## config.mk

```make
export PLATFORM = sky130hd
export DESIGN_NAME = spi_engine
export DESIGN_NICKNAME = d
export VERILOG_FILES = /design/src/rtl/spi_engine.sv
export SDC_FILE = /design/constraint.sdc
export NUM_CORES = 1
export LEC_CHECK = 0
export CAP_MARGIN = 25
export CELL_PAD_IN_SITES_DETAIL_PLACEMENT = 1
export CELL_PAD_IN_SITES_GLOBAL_PLACEMENT = 1
export CORE_MARGIN = 4
export CORE_UTILIZATION = 40
export DETAILED_ROUTE_END_ITERATION = 8
export HOLD_SLACK_MARGIN = 0.08
export PLACE_DENSITY = 0.81
export SLEW_MARGIN = 20
export SYNTH_ARGS = -nofsm -noshare
export SYNTH_HDL_FRONTEND = slang
export SYNTH_SLANG_ARGS = --single-unit
```

## constraint.sdc

```tcl
create_clock -name CLK -period 4.9 [get_ports CLK]
set_clock_uncertainty 0.2 [all_clocks]
set_input_delay 0.98 -clock CLK [delete_from_list [all_inputs] [get_ports CLK]]
set_output_delay 0.98 -clock CLK [all_outputs]
set_load 0.01 [all_outputs]
```

## src/rtl/spi_engine.sv

```systemverilog
// Byte-wide SPI master (mode 0/2, CPHA=0) driven by extended ctrl codes.
// One data write shifts a full byte out on MOSI while capturing MISO.
module spi_engine #(
   parameter int         DIV_W    = 4,
   parameter logic [3:0] DEV_CFG  = 4'hb,
   parameter logic [3:0] DEV_DATA = 4'hc
) (
   input  logic       CLK,
   input  logic       nRST,
   input  logic       cmd_valid,
   input  logic [3:0] cmd_dev,
   input  logic [7:0] cmd_arg,
   output logic [7:0] status,
   output logic [7:0] rx_data,
   output logic       busy,
   output logic       SCK,
   output logic       MOSI,
   output logic [1:0] nSS,
   input  logic [2:0] MISO
);

   typedef enum logic [1:0] {
      S_IDLE,
      S_LEAD,
      S_ACT,
      S_IDL
   } state_t;

   state_t           state_q, state_d;
   logic [DIV_W-1:0] div_q, div_d;
   logic [DIV_W-1:0] cnt_q, cnt_d;
   logic [2:0]       bit_q, bit_d;
   logic [7:0]       shift_q, shift_d;
   logic [7:0]       rx_q, rx_d;
   logic [1:0]       nss_q, nss_d;
   logic             cpol_q, cpol_d;
   logic             sck_q, sck_d;
   logic             mosi_q, mosi_d;
   logic             done_q, done_d;
   logic             ovr_q, ovr_d;
   logic             miso;

   // With no select asserted, MISO[2] is the input that gets sampled.
   assign miso = (MISO[0] & ~nss_q[0]) | (MISO[1] & ~nss_q[1]) | (MISO[2] & nss_q[0] & nss_q[1]);

   always_comb begin
      // NOTE: every _d defaults to its _q first, so no path through this block can infer a latch.
      state_d = state_q;
      div_d   = div_q;
      cnt_d   = cnt_q;
      bit_d   = bit_q;
      shift_d = shift_q;
      rx_d    = rx_q;
      nss_d   = nss_q;
      cpol_d  = cpol_q;
      sck_d   = sck_q;
      mosi_d  = mosi_q;
      done_d  = done_q;
      ovr_d   = ovr_q;

      if (state_q == S_IDLE) begin
         if (cmd_valid && cmd_dev == DEV_CFG) begin
            div_d  = DIV_W'(cmd_arg[7:4]);
            cpol_d = cmd_arg[3];
            nss_d  = cmd_arg[1:0];
            ovr_d  = 1'b0;
         end else if (cmd_valid && cmd_dev == DEV_DATA) begin
            shift_d = cmd_arg;
            mosi_d  = cmd_arg[7];
            done_d  = 1'b0;
            cnt_d   = div_q;
            bit_d   = 3'd0;
            state_d = S_LEAD;
         end
         sck_d = cpol_d;
      end else begin
         if (cmd_valid && cmd_dev == DEV_DATA) begin
            ovr_d = 1'b1;
         end
         if (cnt_q != '0) begin
            cnt_d = cnt_q - DIV_W'(1);
         end else begin
            cnt_d = div_q;
            if (state_q == S_LEAD) begin
               state_d = S_ACT;
               sck_d   = ~cpol_q;
            end else if (state_q == S_ACT) begin
               state_d = S_IDL;
               sck_d   = cpol_q;
               shift_d = {shift_q[6:0], miso};
            end else if (bit_q != 3'd7) begin
               // TX bits sit above the RX bits already shifted in.
               bit_d   = bit_q + 3'd1;
               mosi_d  = shift_q[7];
               sck_d   = ~cpol_q;
               state_d = S_ACT;
            end else begin
               rx_d    = shift_q;
               done_d  = 1'b1;
               state_d = S_IDLE;
            end
         end
      end
   end

   always_ff @(posedge CLK or negedge nRST) begin
      if (!nRST) begin
         state_q <= S_IDLE;
         div_q   <= '0;
         cnt_q   <= '0;
         bit_q   <= 3'd0;
         shift_q <= 8'h00;
         rx_q    <= 8'h00;
         nss_q   <= 2'b11;
         cpol_q  <= 1'b0;
         sck_q   <= 1'b0;
         mosi_q  <= 1'b0;
         done_q  <= 1'b0;
         ovr_q   <= 1'b0;
      end else begin
         // NOTE: non-blocking so every register samples the pre-edge values of the others.
         state_q <= state_d;
         div_q   <= div_d;
         cnt_q   <= cnt_d;
         bit_q   <= bit_d;
         shift_q <= shift_d;
         rx_q    <= rx_d;
         nss_q   <= nss_d;
         cpol_q  <= cpol_d;
         sck_q   <= sck_d;
         mosi_q  <= mosi_d;
         done_q  <= done_d;
         ovr_q   <= ovr_d;
      end
   end

   assign busy    = (state_q != S_IDLE);
   assign status  = {busy, done_q, ovr_q, 3'b000, nss_q};
   assign rx_data = rx_q;
   assign SCK     = sck_q;
   assign MOSI    = mosi_q;
   assign nSS     = nss_q;

endmodule

```

==> results.sh, run 1 <==
export IMPL_synth_area_um2=1784
export IMPL_worst_pin_slew_ps=625.0
export IMPL_rows=24
export IMPL_rsz0062_at_grt="false"
export IMPL_start_util_pct=41.26
export IMPL_diodes=0
export IMPL_antenna_found_initial=0
export IMPL_drt_iter0_drc=61
export IMPL_synthTopCellsByArea="dfrtp_1 48%, mux2_2 12%, nand2_1 5.3%, buf_4 3.4%, dfstp_2 2.9%"
export IMPL_drc=0
export IMPL_clk_pin_slew_ps=70
export IMPL_stdcell_count=244
export IMPL_hold_depth=1
export IMPL_final_setup_worst_slack_ps=1765
export IMPL_hold_path_class="reg2reg"
export IMPL_ys_ff_latch=36
export IMPL_cts_resized=0
export IMPL_cp_max_fo=17
export IMPL_core_um2=4324
export IMPL_first_pass_iters=4
export IMPL_yosys_warnings=0
export IMPL_period_share_pct=63.98
export IMPL_cts_tree="done"
export IMPL_yosys_area_top_type="dfrtp_1"
export IMPL_netlist_instances=157
export IMPL_crit_type="reg2out"
export IMPL_grt_max_degree=37
export IMPL_io_pins=39
export IMPL_overflow=0
export IMPL_cap_violations=0
export IMPL_gp_congestion=0.8746
export IMPL_p_per_area_nw_per_um2=501.7
export IMPL_cp_arrival_ps=1960
export IMPL_setup_viol=0
export IMPL_synth_xor_area_share_pct=0
export IMPL_synth_top_family_by_area="multiplexers"
export IMPL_cp_required_ps=3720
export IMPL_yosysTopAreaCellShare_pct=47.69
export IMPL_fin_crit_ps=3135
export IMPL_ir_drop_mv=0.2011
export IMPL_dp_hpwl_um=3224
export IMPL_setup_tns_ps=0
export IMPL_outcome="completed"
export IMPL_dpl_instance_area_um2=2136
export IMPL_worst_r2r_path_depth=5
export IMPL_avgRoutedWirePerCell_um=17.21
export IMPL_synth_mux_area_fraction_pct=15.08
export IMPL_cts_buffers=5
export IMPL_final_area_um2=2262
export IMPL_start_kind="register"
export IMPL_syn_avg_cell_area_um2=11.36
export IMPL_ctsHtreeMaxLevel=2
export IMPL_die_area_um2=5593
export IMPL_clockBufferDepth=2
export IMPL_synth_cell_types=38
export IMPL_final_common_cell="clkdlybuf4s50_1"
export IMPL_cp_end_kind="output pin"
export IMPL_dp_cells=236
export IMPL_synth_simple_gate_area_share_pct=14.66
export IMPL_total_power_mw=1.135
export IMPL_area_growth_syn_to_layout_pct=26.79
export IMPL_fmax_ghz=0.3190
export IMPL_synth_compound_area_share_pct=11.64
export IMPL_leakage_nw=1.032
export IMPL_postCtsHoldBufs=0
export IMPL_wl_um=4199
export IMPL_drive_gt1_share_pct=19.79
export IMPL_place_ws_ps=1994
export IMPL_relSlewSlack_pct=57.89
export IMPL_synthAdderAreaFrac_pct=2.104
export IMPL_die_x_um=74.79
export IMPL_clkLatencyLatePin_ps=280
export IMPL_clockRootBuffer="clkbuf_8"
export IMPL_finalHoldViolCount=0
export IMPL_synth_seq_area_share_pct=50.63
export IMPL_antenna_left=0
export IMPL_grtUsageTotal_pct=16.57
export IMPL_grt_pass1_vias=1441
export IMPL_vias=1314
export IMPL_fillers=475
export IMPL_fp_dieH_um=74.79
export IMPL_drv_slew=0
export IMPL_grt_pass1_wl_um=6948
export IMPL_nNetsFinal=212
export IMPL_avgViaCountPerCell=5.385
export IMPL_io_buffers=35
export IMPL_clock_sinks=36
export IMPL_postCtsSetupRepairBufs=0
export IMPL_layout_common_cells="35 x clkdlybuf4s50_1, 34 x dfrtp_1, 25 x nand2_1"
metrics by stage:
step	hold slack [ps]	utilization [%]
3_5_place_dp	264.8	49.39
6_report	278.1	52.31
2_1_floorplan	250.9	-
3_3_place_gp	261.5	49.39
5_1_grt	305.8	52.31
4_1_cts	280.8	52.31
worst max-delay path, cell delays in order, from the launching register on:
cell and delay [ps]:
dfrtp_1 510, nor2_4 370, inv_2 240, clkdlybuf4s50_1 540
flip-flops by register name, indices dropped and copies added, names as in the netlist:
| signal | cells |
|---|---|
| ovr_q | 1 |
| bit_q | 3 |
| div_q | 4 |
| MOSI | 1 |
| nSS | 2 |
| shift_q | 8 |
| state_q | 2 |
| done_q | 1 |
| cnt_q | 4 |
| SCK | 1 |
| cpol_q | 1 |
| rx_data | 8 |
synthesized netlist by cell type:
master,instances
a31oi_4,1
a2bb2oi_1,1
nor2_4,1
o221a_2,2
nor2_1,8
buf_6,1
a21o_1,2
inv_1,5
a21oi_1,4
mux2i_1,1
clkbuf_1,2
dfrtp_1,34
nor3_4,2
and4b_1,1
inv_2,1
a22o_1,2
o32a_1,1
ha_1,3
nand3_1,4
nor3_1,3
o21a_1,2
a22oi_1,1
dfstp_2,2
nand4_1,1
nand4b_1,2
o32ai_1,1
nand2_1,25
nor3b_4,1
mux2_1,4
a31oi_1,2
a211oi_1,1
o31a_1,1
o211ai_1,1
conb_1,1
o21ai_0,5
buf_4,8
or3_1,1
mux2_2,19
area by class of cell:
| cell class | instances | area, µm² | area share (%) |
|---|---|---|---|
| Sequential cell | 36 | 903.4 | 39.93 |
| Multi-Input combinational cell | 106 | 787.0 | 34.79 |
| Timing Repair Buffer | 36 | 357.8 | 15.82 |
| Clock buffer | 7 | 96.34 | 4.259 |
| Tap cell | 52 | 65.06 | 2.876 |
| Clock inverter | 1 | 30.03 | 1.327 |
| Inverter | 6 | 22.52 | 0.9956 |
cells by family (layout without fill, tap and decap cells):
family | Yosys count | after routing
multiplexers | 24 | 24
adder cells (fa/ha/maj) | 3 | 3
flip-flops | 36 | 36
buffers and inverters | 17 | 50
other | 1 | 3
AND/OR/NAND/NOR | 49 | 49
AO/OA/AOI/OAI | 27 | 27
per-layer routing:
| metal | global-route usage [%] | routed length [µm] | up-vias |
|---|---|---|---|
| met1 | 18.74 | 1713 | 663 |
| met4 | 5.534 | 55 | 0 |
| li1 | - | - | 616 |
| met2 | 30.54 | 2292 | 28 |
| met3 | 3.872 | 138 | 7 |
| met5 | 0 | 0 | - |
where the power goes:
part           switching, mW  internal, mW  total [mW]
clock                  0.101         0.179       0.280
combinational          0.176         0.194       0.370
sequential            0.0899         0.395       0.485
total                  0.367         0.768        1.14
worst paths after layout:
kind	startpoint	end	slack, ps
max in group asynchronous	nRST	nSS[1]$_DFFE_PN1P_	3230
min in group asynchronous	nRST	ovr_q$_DFFE_PN0P_	930
hold / removal	ovr_q$_DFFE_PN0P_	ovr_q$_DFFE_PN0P_	280
setup / recovery	state_q[1]$_DFFE_PN0P_	status[7]	1760
setup reg to reg	state_q[1]$_DFFE_PN0P_	shift_q[1]$_DFFE_PN0P_	2600
hold reg to reg	ovr_q$_DFFE_PN0P_	ovr_q$_DFFE_PN0P_	280
Note: power is estimated with default switching activity, not from simulation.
==> run 2: changes to the inputs <==
--- a/config.mk
+++ b/config.mk
@@ -9,10 +9,10 @@
 export CELL_PAD_IN_SITES_DETAIL_PLACEMENT = 1
 export CELL_PAD_IN_SITES_GLOBAL_PLACEMENT = 1
 export CORE_MARGIN = 4
-export CORE_UTILIZATION = 40
+export CORE_UTILIZATION = 35
 export DETAILED_ROUTE_END_ITERATION = 8
 export HOLD_SLACK_MARGIN = 0.08
-export PLACE_DENSITY = 0.81
+export PLACE_DENSITY = 0.76
 export SLEW_MARGIN = 20
 export SYNTH_ARGS = -nofsm -noshare
 export SYNTH_HDL_FRONTEND = slang
==> constraint.sdc (replaced) <==
create_clock -name CLK -period 2.55 [get_ports CLK]
set_clock_uncertainty 0.2 [all_clocks]
set_input_delay 0.51 -clock CLK [delete_from_list [all_inputs] [get_ports CLK]]
set_output_delay 0.51 -clock CLK [all_outputs]
set_load 0.01 [all_outputs]
==> results.sh, run 2 (synthesis gave the netlist of run 1 again) <==
export IMPL_regToRegStartpoint="cnt_q[0]$_DFFE_PN0P_"
export IMPL_grt_max_degree=37
export IMPL_startpoint="state_q[1]$_DFFE_PN0P_"
export IMPL_seqPwrFrac_pct=44.8
export IMPL_ir_drop_mv=0.4249
export IMPL_drv_slew=0
export IMPL_total_power_mw=2.082
export IMPL_drive_gt1_share_pct=20.10
export IMPL_period_share_pct=94.44
export IMPL_worst_pin_slew_ps=567.9
export IMPL_switching_share_pct=34.55
export IMPL_core_um2=4817
export IMPL_cp_required_ps=1840
export IMPL_avgRoutedWirePerCell_um=16.29
export IMPL_clk_pin_slew_ps=70
export IMPL_p_int_mw=1.363
export IMPL_area_growth_syn_to_layout_pct=26.86
export IMPL_antenna_left=0
export IMPL_holdWs_ps=289.2
export IMPL_p_per_area_nw_per_um2=919.8
export IMPL_crit_end="status[7]"
export IMPL_postCtsSetupRepairBufs=0
export IMPL_final_setup_worst_slack_ps=141.7
export IMPL_start_kind="register"
export IMPL_postCtsHoldBufs=0
export IMPL_crit_type="reg2out"
export IMPL_nNetsFinal=214
export IMPL_clock_sinks=36
export IMPL_cts_resized=0
export IMPL_drt_iter0_drc=91
export IMPL_grt_pass1_vias=1482
export IMPL_start_util_pct=37.04
export IMPL_hold_path_class="reg2reg"
export IMPL_clockBufferDepth=2
export IMPL_relSlewSlack_pct=61.74
export IMPL_outcome="completed"
export IMPL_die_x_um=79.40
export IMPL_avgViaCountPerCell=5.142
export IMPL_cp_end_kind="output pin"
export IMPL_cts_buffers=5
export IMPL_vias=1342
export IMPL_rows=25
export IMPL_first_pass_iters=4
export IMPL_diodes=0
export IMPL_overflow=0
export IMPL_clockRootBuffer="clkbuf_8"
export IMPL_drc=0
export IMPL_io_buffers=35
export IMPL_combPwrFrac_pct=35.0
export IMPL_setup_tns_ps=0
export IMPL_layout_common_cells="35 x clkdlybuf4s50_1, 34 x dfrtp_1, 25 x nand2_1"
export IMPL_wl_um=4251
export IMPL_worst_r2r_path_depth=6
export IMPL_final_common_cell="clkdlybuf4s50_1"
export IMPL_fin_crit_ps=2408
export IMPL_grt_pass1_wl_um=7100
export IMPL_setup_viol=0
export IMPL_die_area_um2=6304
export IMPL_cp_max_fo=12
export IMPL_gp_congestion=0.7797
export IMPL_fp_dieH_um=79.40
export IMPL_ctsHtreeMaxLevel=2
export IMPL_finalHoldViolCount=0
export IMPL_r2r_end="bit_q[1]$_DFFE_PN0P_"
export IMPL_dp_hpwl_um=3198
export IMPL_cp_arrival_ps=1700
export IMPL_grtUsageTotal_pct=14.72
export IMPL_cap_violations=0
export IMPL_antenna_found_initial=0
export IMPL_clkLatencyLatePin_ps=290
export IMPL_fmax_ghz=0.4152
export IMPL_io_pins=39
export IMPL_cts_tree="done"
export IMPL_ff2ff_setup_slack_ps=380
export IMPL_rsz0062_at_grt="false"
export IMPL_leakage_nw=1.022
export IMPL_p_clk_share_pct=20.2
export IMPL_place_ws_ps=113.2
export IMPL_p_sw_mw=0.7193
[run 2: per-layer routing]
metal	vias to the layer above	global-route usage (%)	wire, µm
met2	31	26.18	2205
met1	675	16.31	1748
met5	-	0	0
met3	8	4.515	218
li1	628	-	-
met4	0	5.842	78
[run 2: through the flow]
| step | cell area [µm²] | utilization [%] | std cells |
|---|---|---|---|
| floorplan | 1792 | - | 159 |
| global placement | 2170 | 45.04 | 253 |
| detailed placement | 2170 | 45.04 | 253 |
| CTS | 2263 | 46.99 | 261 |
| global route | 2263 | 46.99 | 261 |
| finish | 2263 | 46.99 | 261 |
[run 2: power by group through the flow]
stage	registers (mW)	clock network, mW	logic [mW]
final	0.933	0.421	0.728
after global routing	0.958	0.468	0.811
after CTS	0.932	0.434	0.744
after detailed placement	0.942	0	0.739
after global placement	0.927	0	0.696
after floorplan	0.892	0	0.519
[run 2: worst min path at each step]
stage,start,to,slack (ps),depth (start not counted)
after floorplan,nRST,MOSI$_DFFE_PN0P_,10,0
after global placement,done_q$_DFFE_PN0P_,done_q$_DFFE_PN0P_,260,1
after detailed placement,done_q$_DFFE_PN0P_,done_q$_DFFE_PN0P_,270,1
after CTS,done_q$_DFFE_PN0P_,done_q$_DFFE_PN0P_,300,1
after global routing,done_q$_DFFE_PN0P_,done_q$_DFFE_PN0P_,320,1
final,done_q$_DFFE_PN0P_,done_q$_DFFE_PN0P_,290,1
[run 2: worst max-delay path, stage by stage (launching register included)]
cell and delay, ps:
dfrtp_1 560, nor2_4 50, inv_2 200, clkdlybuf4s50_1 590
[run 2: area by class of cell]
type,count,area [µm²]
Inverter,6,22.52
Fill cell,546,2554
Clock inverter,1,7.507
Timing Repair Buffer,38,372.9
Multi-Input combinational cell,106,787.0
Tap cell,67,83.83
Clock buffer,7,86.33
Sequential cell,36,903.4
